<file path="config.mk">
export PLATFORM = sky130hd
export DESIGN_NAME = imsic_msi_queue_gate
export DESIGN_NICKNAME = d
export VERILOG_FILES = /design/src/rtl/imsic_msi_queue_gate.sv
export SDC_FILE = /design/constraint.sdc
export NUM_CORES = 2
export LEC_CHECK = 0
export ABC_CLOCK_PERIOD_IN_PS = 17250
export CAP_MARGIN = 20
export CORE_AREA = 2 2 366 368
export DETAILED_ROUTE_END_ITERATION = 10
export DIE_AREA = 0 0 368 370
export HOLD_SLACK_MARGIN = 0.05
export PLACE_DENSITY = 0.43
export RECOVER_POWER = 25
export SYNTH_ARGS = -nofsm -noshare
export SYNTH_HDL_FRONTEND = slang
export SYNTH_SLANG_ARGS = --single-unit
export TNS_END_PERCENT = 20
</file>
<file path="constraint.sdc">
create_clock -name clk -period 17.25 [get_ports clk]
set_input_delay 1.725 -clock clk [delete_from_list [all_inputs] [get_ports clk]]
set_output_delay 1.725 -clock clk [all_outputs]
set_load 0.1 [all_outputs]
</file>
<file path="src/rtl/imsic_msi_queue_gate.sv">
// MSI delivery gate for one hart's IMSIC: queues incoming MSIs and applies them
// one per cycle to the per-file pending (eip) arrays, arbitrating against CSR
// claims and software eip writes without losing any MSI.
module imsic_msi_queue_gate #(
  parameter int unsigned NR_INTP_FILES   = 7,
  parameter int unsigned XLEN            = 64,
  parameter int unsigned NR_SRC          = 64,
  parameter int unsigned NR_HARTS_WIDTH  = 2,
  parameter int unsigned FIFO_DEPTH      = 4,
  parameter int unsigned NR_SRC_WIDTH    = $clog2(NR_SRC),
  parameter int unsigned INTP_FILE_WIDTH = $clog2(NR_INTP_FILES),
  parameter int unsigned NR_REG          = (NR_SRC + XLEN - 1) / XLEN,
  parameter int unsigned MSI_INFO_WIDTH  = NR_HARTS_WIDTH + INTP_FILE_WIDTH + NR_SRC_WIDTH,
  parameter int unsigned CNT_WIDTH       = $clog2(FIFO_DEPTH) + 1
) (
  input  logic                                    clk,
  input  logic                                    rst,
  input  logic [NR_HARTS_WIDTH-1:0]               hart_id,
  input  logic [MSI_INFO_WIDTH-1:0]               i_msi_info,
  input  logic                                    i_msi_vld,
  output logic                                    o_msi_rdy,
  input  logic                                    i_claim_vld,
  input  logic [INTP_FILE_WIDTH-1:0]              i_claim_file,
  input  logic [NR_SRC_WIDTH-1:0]                 i_claim_eid,
  input  logic [NR_INTP_FILES*NR_REG-1:0]         i_sw_wr,
  input  logic [NR_INTP_FILES*NR_REG*XLEN-1:0]    i_sw_data,
  output logic [NR_INTP_FILES*NR_REG*XLEN-1:0]    o_eip,
  output logic [CNT_WIDTH-1:0]                    o_fifo_cnt,
  output logic [7:0]                              o_drop_cnt
);

  localparam int unsigned NrTotReg = NR_INTP_FILES * NR_REG;
  localparam int unsigned PtrW     = $clog2(FIFO_DEPTH);

  logic [MSI_INFO_WIDTH-1:0] fifo_mem_q [FIFO_DEPTH];
  logic [PtrW-1:0]           wr_ptr_q, rd_ptr_q;
  logic [CNT_WIDTH-1:0]      cnt_q, cnt_d;
  logic [7:0]                drop_q, drop_d;
  logic [XLEN-1:0]           eip_q [NrTotReg];
  logic [XLEN-1:0]           eip_d [NrTotReg];

  logic                       push, pop, head_vld, head_legal, head_stall, set_en;
  logic [MSI_INFO_WIDTH-1:0]  head;
  logic [NR_HARTS_WIDTH-1:0]  head_hart;
  logic [INTP_FILE_WIDTH-1:0] head_file;
  logic [NR_SRC_WIDTH-1:0]    head_eid;
  logic [31:0]                head_reg, head_bit, claim_reg, claim_bit;
  logic                       claim_legal;
  logic [XLEN-1:0]            set_mask, clr_mask;

  // Ready comes only from the registered count; a same-cycle pop does not help.
  assign o_msi_rdy  = (cnt_q < CNT_WIDTH'(FIFO_DEPTH));
  assign push       = i_msi_vld & o_msi_rdy;
  assign head_vld   = (cnt_q != '0);
  assign o_fifo_cnt = cnt_q;
  assign o_drop_cnt = drop_q;

  // Decode the queue head into {hart, file, eid} and its target register/bit.
  always_comb begin
    head       = fifo_mem_q[rd_ptr_q];
    head_hart  = head[MSI_INFO_WIDTH-1 -: NR_HARTS_WIDTH];
    head_file  = head[NR_SRC_WIDTH +: INTP_FILE_WIDTH];
    head_eid   = head[NR_SRC_WIDTH-1:0];
    head_legal = (head_hart == hart_id) && (head_eid != '0) &&
                 (32'(head_eid) < NR_SRC) && (32'(head_file) < NR_INTP_FILES);
    head_reg   = 32'(head_file) * NR_REG + 32'(head_eid) / XLEN;
    head_bit   = 32'(head_eid) % XLEN;
    set_mask   = XLEN'(1) << head_bit;

    claim_legal = i_claim_vld && (i_claim_eid != '0) &&
                  (32'(i_claim_eid) < NR_SRC) && (32'(i_claim_file) < NR_INTP_FILES);
    claim_reg   = 32'(i_claim_file) * NR_REG + 32'(i_claim_eid) / XLEN;
    claim_bit   = 32'(i_claim_eid) % XLEN;
    clr_mask    = XLEN'(1) << claim_bit;
  end

  // A legal head whose register is being written by software waits one cycle.
  always_comb begin
    head_stall = 1'b0;
    for (int unsigned r = 0; r < NrTotReg; r++) begin
      if ((32'(r) == head_reg) && i_sw_wr[r]) head_stall = 1'b1;
    end
    head_stall = head_stall & head_vld & head_legal;
    pop        = head_vld & ~head_stall;
    set_en     = pop & head_legal;
  end

  // Next eip: software write wins over claim; the set is applied after the claim
  // clear so an MSI racing a claim of the same bit survives.
  always_comb begin
    for (int unsigned r = 0; r < NrTotReg; r++) begin
      eip_d[r] = eip_q[r];
      if (i_sw_wr[r]) begin
        eip_d[r] = i_sw_data[r*XLEN +: XLEN];
      end else begin
        if (claim_legal && (claim_reg == 32'(r))) eip_d[r] = eip_d[r] & ~clr_mask;
        if (set_en && (head_reg == 32'(r)))       eip_d[r] = eip_d[r] | set_mask;
      end
    end
  end

  // Occupancy and saturating drop counter.
  always_comb begin
    unique case ({push, pop})
      2'b10:   cnt_d = cnt_q + CNT_WIDTH'(1);
      2'b01:   cnt_d = cnt_q - CNT_WIDTH'(1);
      default: cnt_d = cnt_q;
    endcase
    drop_d = drop_q;
    if (pop && !head_legal && (drop_q != 8'hFF)) drop_d = drop_q + 8'd1;
  end

  // Pack the eip registers onto the flat output bus.
  always_comb begin
    o_eip = '0;
    for (int unsigned r = 0; r < NrTotReg; r++) o_eip[r*XLEN +: XLEN] = eip_q[r];
  end

  // Control state and eip registers; reset discards anything still queued.
  always_ff @(posedge clk or posedge rst) begin
    if (rst) begin
      wr_ptr_q <= '0;
      rd_ptr_q <= '0;
      cnt_q    <= '0;
      drop_q   <= '0;
      for (int unsigned r = 0; r < NrTotReg; r++) eip_q[r] <= '0;
    end else begin
      if (push) wr_ptr_q <= wr_ptr_q + PtrW'(1);
      if (pop)  rd_ptr_q <= rd_ptr_q + PtrW'(1);
      cnt_q  <= cnt_d;
      drop_q <= drop_d;
      for (int unsigned r = 0; r < NrTotReg; r++) eip_q[r] <= eip_d[r];
    end
  end

  // Queue storage needs no reset; the count qualifies its contents.
  always_ff @(posedge clk) begin
    if (push) fifo_mem_q[wr_ptr_q] <= i_msi_info;
  end

endmodule

</file>
==> Yosys cells after proc, flatten, opt, wreduce, memory -nomap -nowiden <==
Memories as Yosys holds them, arrays and structs flattened.
Cells that the tools add are included.
{ "classes": {"n_bitwise": 21, "n_reduce_logical": 34, "shift": 2, "eq_ne": 22, "muxes": 38, "order_cmp": 3, "addsub": 5} }
{ "op_table": {"columns": ["cell", "n"], "rows": [
  ["64-bit 2-to-1 mux", 28],
  ["64-bit bitwise AND", 7],
  ["64-bit bitwise OR", 7],
  ["1-bit by 6-bit << shifter with 64-bit output (first input constant)", 2],
  ["32-bit zero test", 2],
  ["64-bit NOT", 1],
  ["1-bit logical AND", 27],
  ["3-bit equality test (second input constant)", 6],
  ["3-bit by 2-bit equality test with 1-bit output (second input constant)", 4],
  ["6-bit nonzero test", 2],
  ["3-bit equality test (first input constant)", 3],
  ["3-bit < comparator (second input constant)", 3],
  ["1-bit 2-to-1 mux", 9],
  ["8-bit by 1-bit adder with 8-bit output (second input constant)", 1],
  ["8-bit != test (second input constant)", 1],
  ["2-bit by 3-bit equality test with 1-bit output (first input constant)", 2],
  ["3-bit by 1-bit equality test with 1-bit output (second input constant)", 2],
  ["3-bit one-hot mux with 2 select lines", 1],
  ["1-bit bitwise AND", 5],
  ["2-bit by 1-bit adder with 2-bit output (second input constant)", 2],
  ["3-bit by 1-bit adder with 3-bit output (second input constant)", 1],
  ["1-bit by 3-bit equality test with 1-bit output (first input constant)", 1],
  ["3-bit nonzero test", 1],
  ["3-bit by 1-bit subtractor with 3-bit output (second input constant)", 1],
  ["other kinds (6)", 6]
]} }
{ "word_totals": {"ff_bits": 463, "output_inout_bits": 460, "n_memories": 1, "ram_bits": 44, "word_cells": 137, "inputBits": 481} }
{ "memory_table": {"columns": ["memory", "words", "width", "rd", "rd_clocked_by_memory_dff", "write_ports", "line_no", "source"], "rows": [
  ["fifo_mem_q", 4, 11, 1, 0, 1, "35", "logic [MSI_INFO_WIDTH-1:0] fifo_mem_q [FIFO_DEPTH];"]
]} }

==> Logic depth before layout (Yosys ltp) <==
An unclocked memory read counts as a cell.
{ "logic_depth": {"word_depth": 18, "ltp_mapped": 15} }

==> Worst setup path before layout <==
No wires, ideal clock.
{ "synth_path": {"path_type": "in2reg", "start": "input i_claim_eid[4]", "end": "register eip_q (netlist bit o_eip[100])", "arrival_time_ns": 3.413, "setup_time_ns": 0.125, "required_time_ns": 17.125, "setup_slack_ns": 13.713, "n_path_buf": 2, "path_stages": 8, "path_cell_list": "clkbuf_1 nor4_1 a211oi_1 nand3b_1 clkbuf_1 o21ai_0 o21ai_0 mux2_2"} }
{ "synth_lines": {"columns": ["item", "line_no", "source"], "rows": [
  ["start, declared", "24", "input logic [NR_SRC_WIDTH-1:0] i_claim_eid,"],
  ["end, declared", "39", "logic [XLEN-1:0] eip_q [NrTotReg];"]
]} }

==> results.tsv <==
metric	value	unit
outcome	complete, but fails checks	
failing checks	capacitance limit, slew limit	
crit share post-route	0.490	
Synth top area share	0.483	
# setup viols final	0	
hold depth	1	
cell count after synthesis	2516	
Final Net Count	3868	
Starting DRT DRC Count	2117	
Vias	25700	
Synth Warn #	0	
clock sinks	507	
die height	370	um
Antenna Violating Nets Remaining	0	
Area Overhead vs Synth	56.1	%
Post-CTS Setup Bufs	0	
DP HPWL	120	mm
H-tree depth	3	
vias in the first global route	25300	
leakage	0.0138	uW
crit end category	asynchronous set/reset pin	
register area share after synthesis	0.538	
Fmax	118	MHz
Clock transition at path regs	0.05	ns
drc violations	0	
share of layout cells above drive strength 1	0.0841	
post-CTS sizing	0	
R2R setup slack	12.51	ns
Core Area	132000	um2
Initial Util	0.181	
hold crit path type	flop to flop	
Peak VDD IR	170	uV
worst hold start	o_drop_cnt[4]$_DFFE_PP0P_	
Skew-Pair Late Insertion Delay	0.66	ns
Netlist Area Pre-Place	24000	um2
syn avg cell area	9.54	um2
WS Path Type	input port to asynchronous set/reset pin	
Yosys cell types	44	
Arr. time, crit path	9.10	ns
Die ar.	136000	um2
per-cell routed wire length	32.4	um
slowest CP cell	clkbuf_1	
Hold-fix buffers, CTS	0	
Fillers	14200	
post-synthesis net count	3004	
TritonCTS Buffers	71	
Clock Tree Buf Depth	3	
CTS tree	yes	
predominant post-synthesis flop cell	dfrtp_1	
post-route clock skew	0.0240	ns
power per cell area	131	nW/um2
Async SR Flop Fraction	0.913	
fin. max-slew vios	687	
first-pass GRT wire length	227	mm
critical path peak fanout	76	
Worst Path Required	17.90	ns
setup repair after global routing missed its margin	false	
critical-path cell list	dlygate4sd3_1 -> clkinvlp_2 -> clkbuf_1 -> buf_4	
design area	37500	um2
TritonRoute pass-1 iters	6	
setup TNS	0	ns
via/cell ratio	4.91	
reg2reg end	o_eip[291]$_DFF_PP0_	
final hold violation count	0	
worst reg2reg path depth	8	
io pins	941	
Slew headroom	-2.33	
#FFs+latches synth	507	
grt ovf	0	
Worst-Margin Slew	5.00	ns
Placed Area	35200	um2
largest net degree at the start of global routing	127	
Routed WL	169	mm
Die Width	368	um
post-synth top area cell	dfrtp_1	
max incr delay on CP	3.14	ns
Startpoint Class	input port	
CTS Root Cell	clkbuf_16	
synth top area cells	dfrtp_1, o21ai_0, o221ai_1	
Final WS setup	8.80	ns
crit path time final	8.45	ns
routability congestion estimate	0.836	
number of synthesized flops with an enable pin	44	
pre-CTS setup slack	11.92	ns
Placement Rows	134	
PortBufs	940	
initial antenna violation count	62	
worst r2r src	rd_ptr_q[0]$_DFFE_PP0P_	
max-cap violations	15	
Hold EP	o_drop_cnt[4]$_DFFE_PP0P_	
aggregate global-route resource usage	0.241	
## worst max path at each step
stage	from	end	slack, ns	depth (start not counted)
floorplan	rst	o_drop_cnt[0]$_DFFE_PP0P_	2.61	1
global placement	i_claim_eid[0]	o_eip[217]$_DFF_PP0_	12.04	9
detailed placement	i_claim_eid[0]	o_eip[405]$_DFF_PP0_	11.92	7
CTS	rd_ptr_q[0]$_DFFE_PP0P_	o_eip[290]$_DFF_PP0_	12.51	8
global route	rst	o_eip[437]$_DFF_PP0_	7.81	4
finish	rst	o_eip[116]$_DFF_PP0_	8.80	4
## layer usage
metal	global-route usage	share of wire
met5	0	0.0018
met4	0.0506	0.022
met3	0.0700	0.081
met2	0.408	0.49
met1	0.303	0.41
## final cells by class
cell class	instances	area, um2	area share
diodes	20	50.0	0.00134
clock buffers	101	2050	0.0547
clock inverters	30	293	0.00781
inverters	15	57.6	0.00154
multi-input cells	1801	10300	0.274
flip-flops and latches	507	12900	0.344
well taps	1768	2210	0.0590
repair buffers	984	9650	0.258
## sequential cells by signal, indices dropped and copies added, names as in the netlist
register,count
o_fifo_cnt,3
o_eip,448
rd_ptr_q,2
o_drop_cnt,8
fifo_mem_q,44
wr_ptr_q,2
## cell usage in the layout (no fill, tap or decap), types with 7 or more instances in the layout
| cell | instances |
|---|---|
| nor3_1 | 11 |
| o221ai_1 | 177 |
| nor2_1 | 200 |
| clkdlybuf4s50_1 | 903 |
| dlygate4sd3_1 | 14 |
| nand2b_1 | 7 |
| o21ai_0 | 638 |
| clkbuf_8 | 14 |
| buf_4 | 33 |
| clkbuf_1 | 41 |
| nand3_1 | 8 |
| o21ai_1 | 45 |
| nand2_1 | 338 |
| clkbuf_16 | 72 |
| o221ai_2 | 24 |
| mux2_2 | 72 |
| clkinv_2 | 10 |
| edfxtp_1 | 44 |
| inv_1 | 14 |
| diode_2 | 20 |
| a21oi_1 | 183 |
| nor2_2 | 7 |
| mux4_2 | 13 |
| dfrtp_1 | 463 |
| xnor2_1 | 10 |
| nor2b_1 | 9 |
## stage by stage
step / util / cells / power (uW) / hold slack [ns]
after floorplan: - / 2516 / 2700 / 0.580
after global placement: 0.265 / 5070 / 3430 / 0.494
after detailed placement: 0.266 / 5072 / 3430 / 0.499
after CTS: 0.283 / 5203 / 4980 / 0.512
after global routing: 0.283 / 5212 / 5100 / 0.519
final: 0.283 / 5226 / 4910 / 0.504
## cell families (layout without fill, tap and decap cells)
kind of cell	after synthesis	in the layout	synth area share
other	0	20	0
buffers and inverters	208	1130	0.0401
xor gates and xnor gates	14	14	0.00511
AOI/OAI and AO/OA	1076	1076	0.263
DFF	507	507	0.538
adders and majority gates	7	7	0.00396
and+or+nand+nor	616	616	0.103
muxes	88	88	0.0472
## where the power goes
group	switching, uW	internal, uW
registers	94.5	1340
clock network	633	880
logic	1480	482
total	2210	2700
## synthesized netlist by cell type, drive strengths merged, types with 2 or more instances
master	instances
a211oi	3
a21oi	183
and2	5
and3	5
buf	40
clkbuf	153
dfrtp	463
edfxtp	44
ha	6
inv	15
mux2	72
mux2i	3
mux4	13
nand2	342
nand2b	7
nand3	10
nand3b	2
nand4	3
nand4b	2
nor2	207
nor2b	11
nor3	15
nor3b	2
o21ai	684
o221ai	201
or4	3
xnor2	10
xor2	4
## critical path, delay by kind of cell
family	cells	cell delay, ns
buffers and inverters	4	7.12
Power figures use the tool's default switching activity.
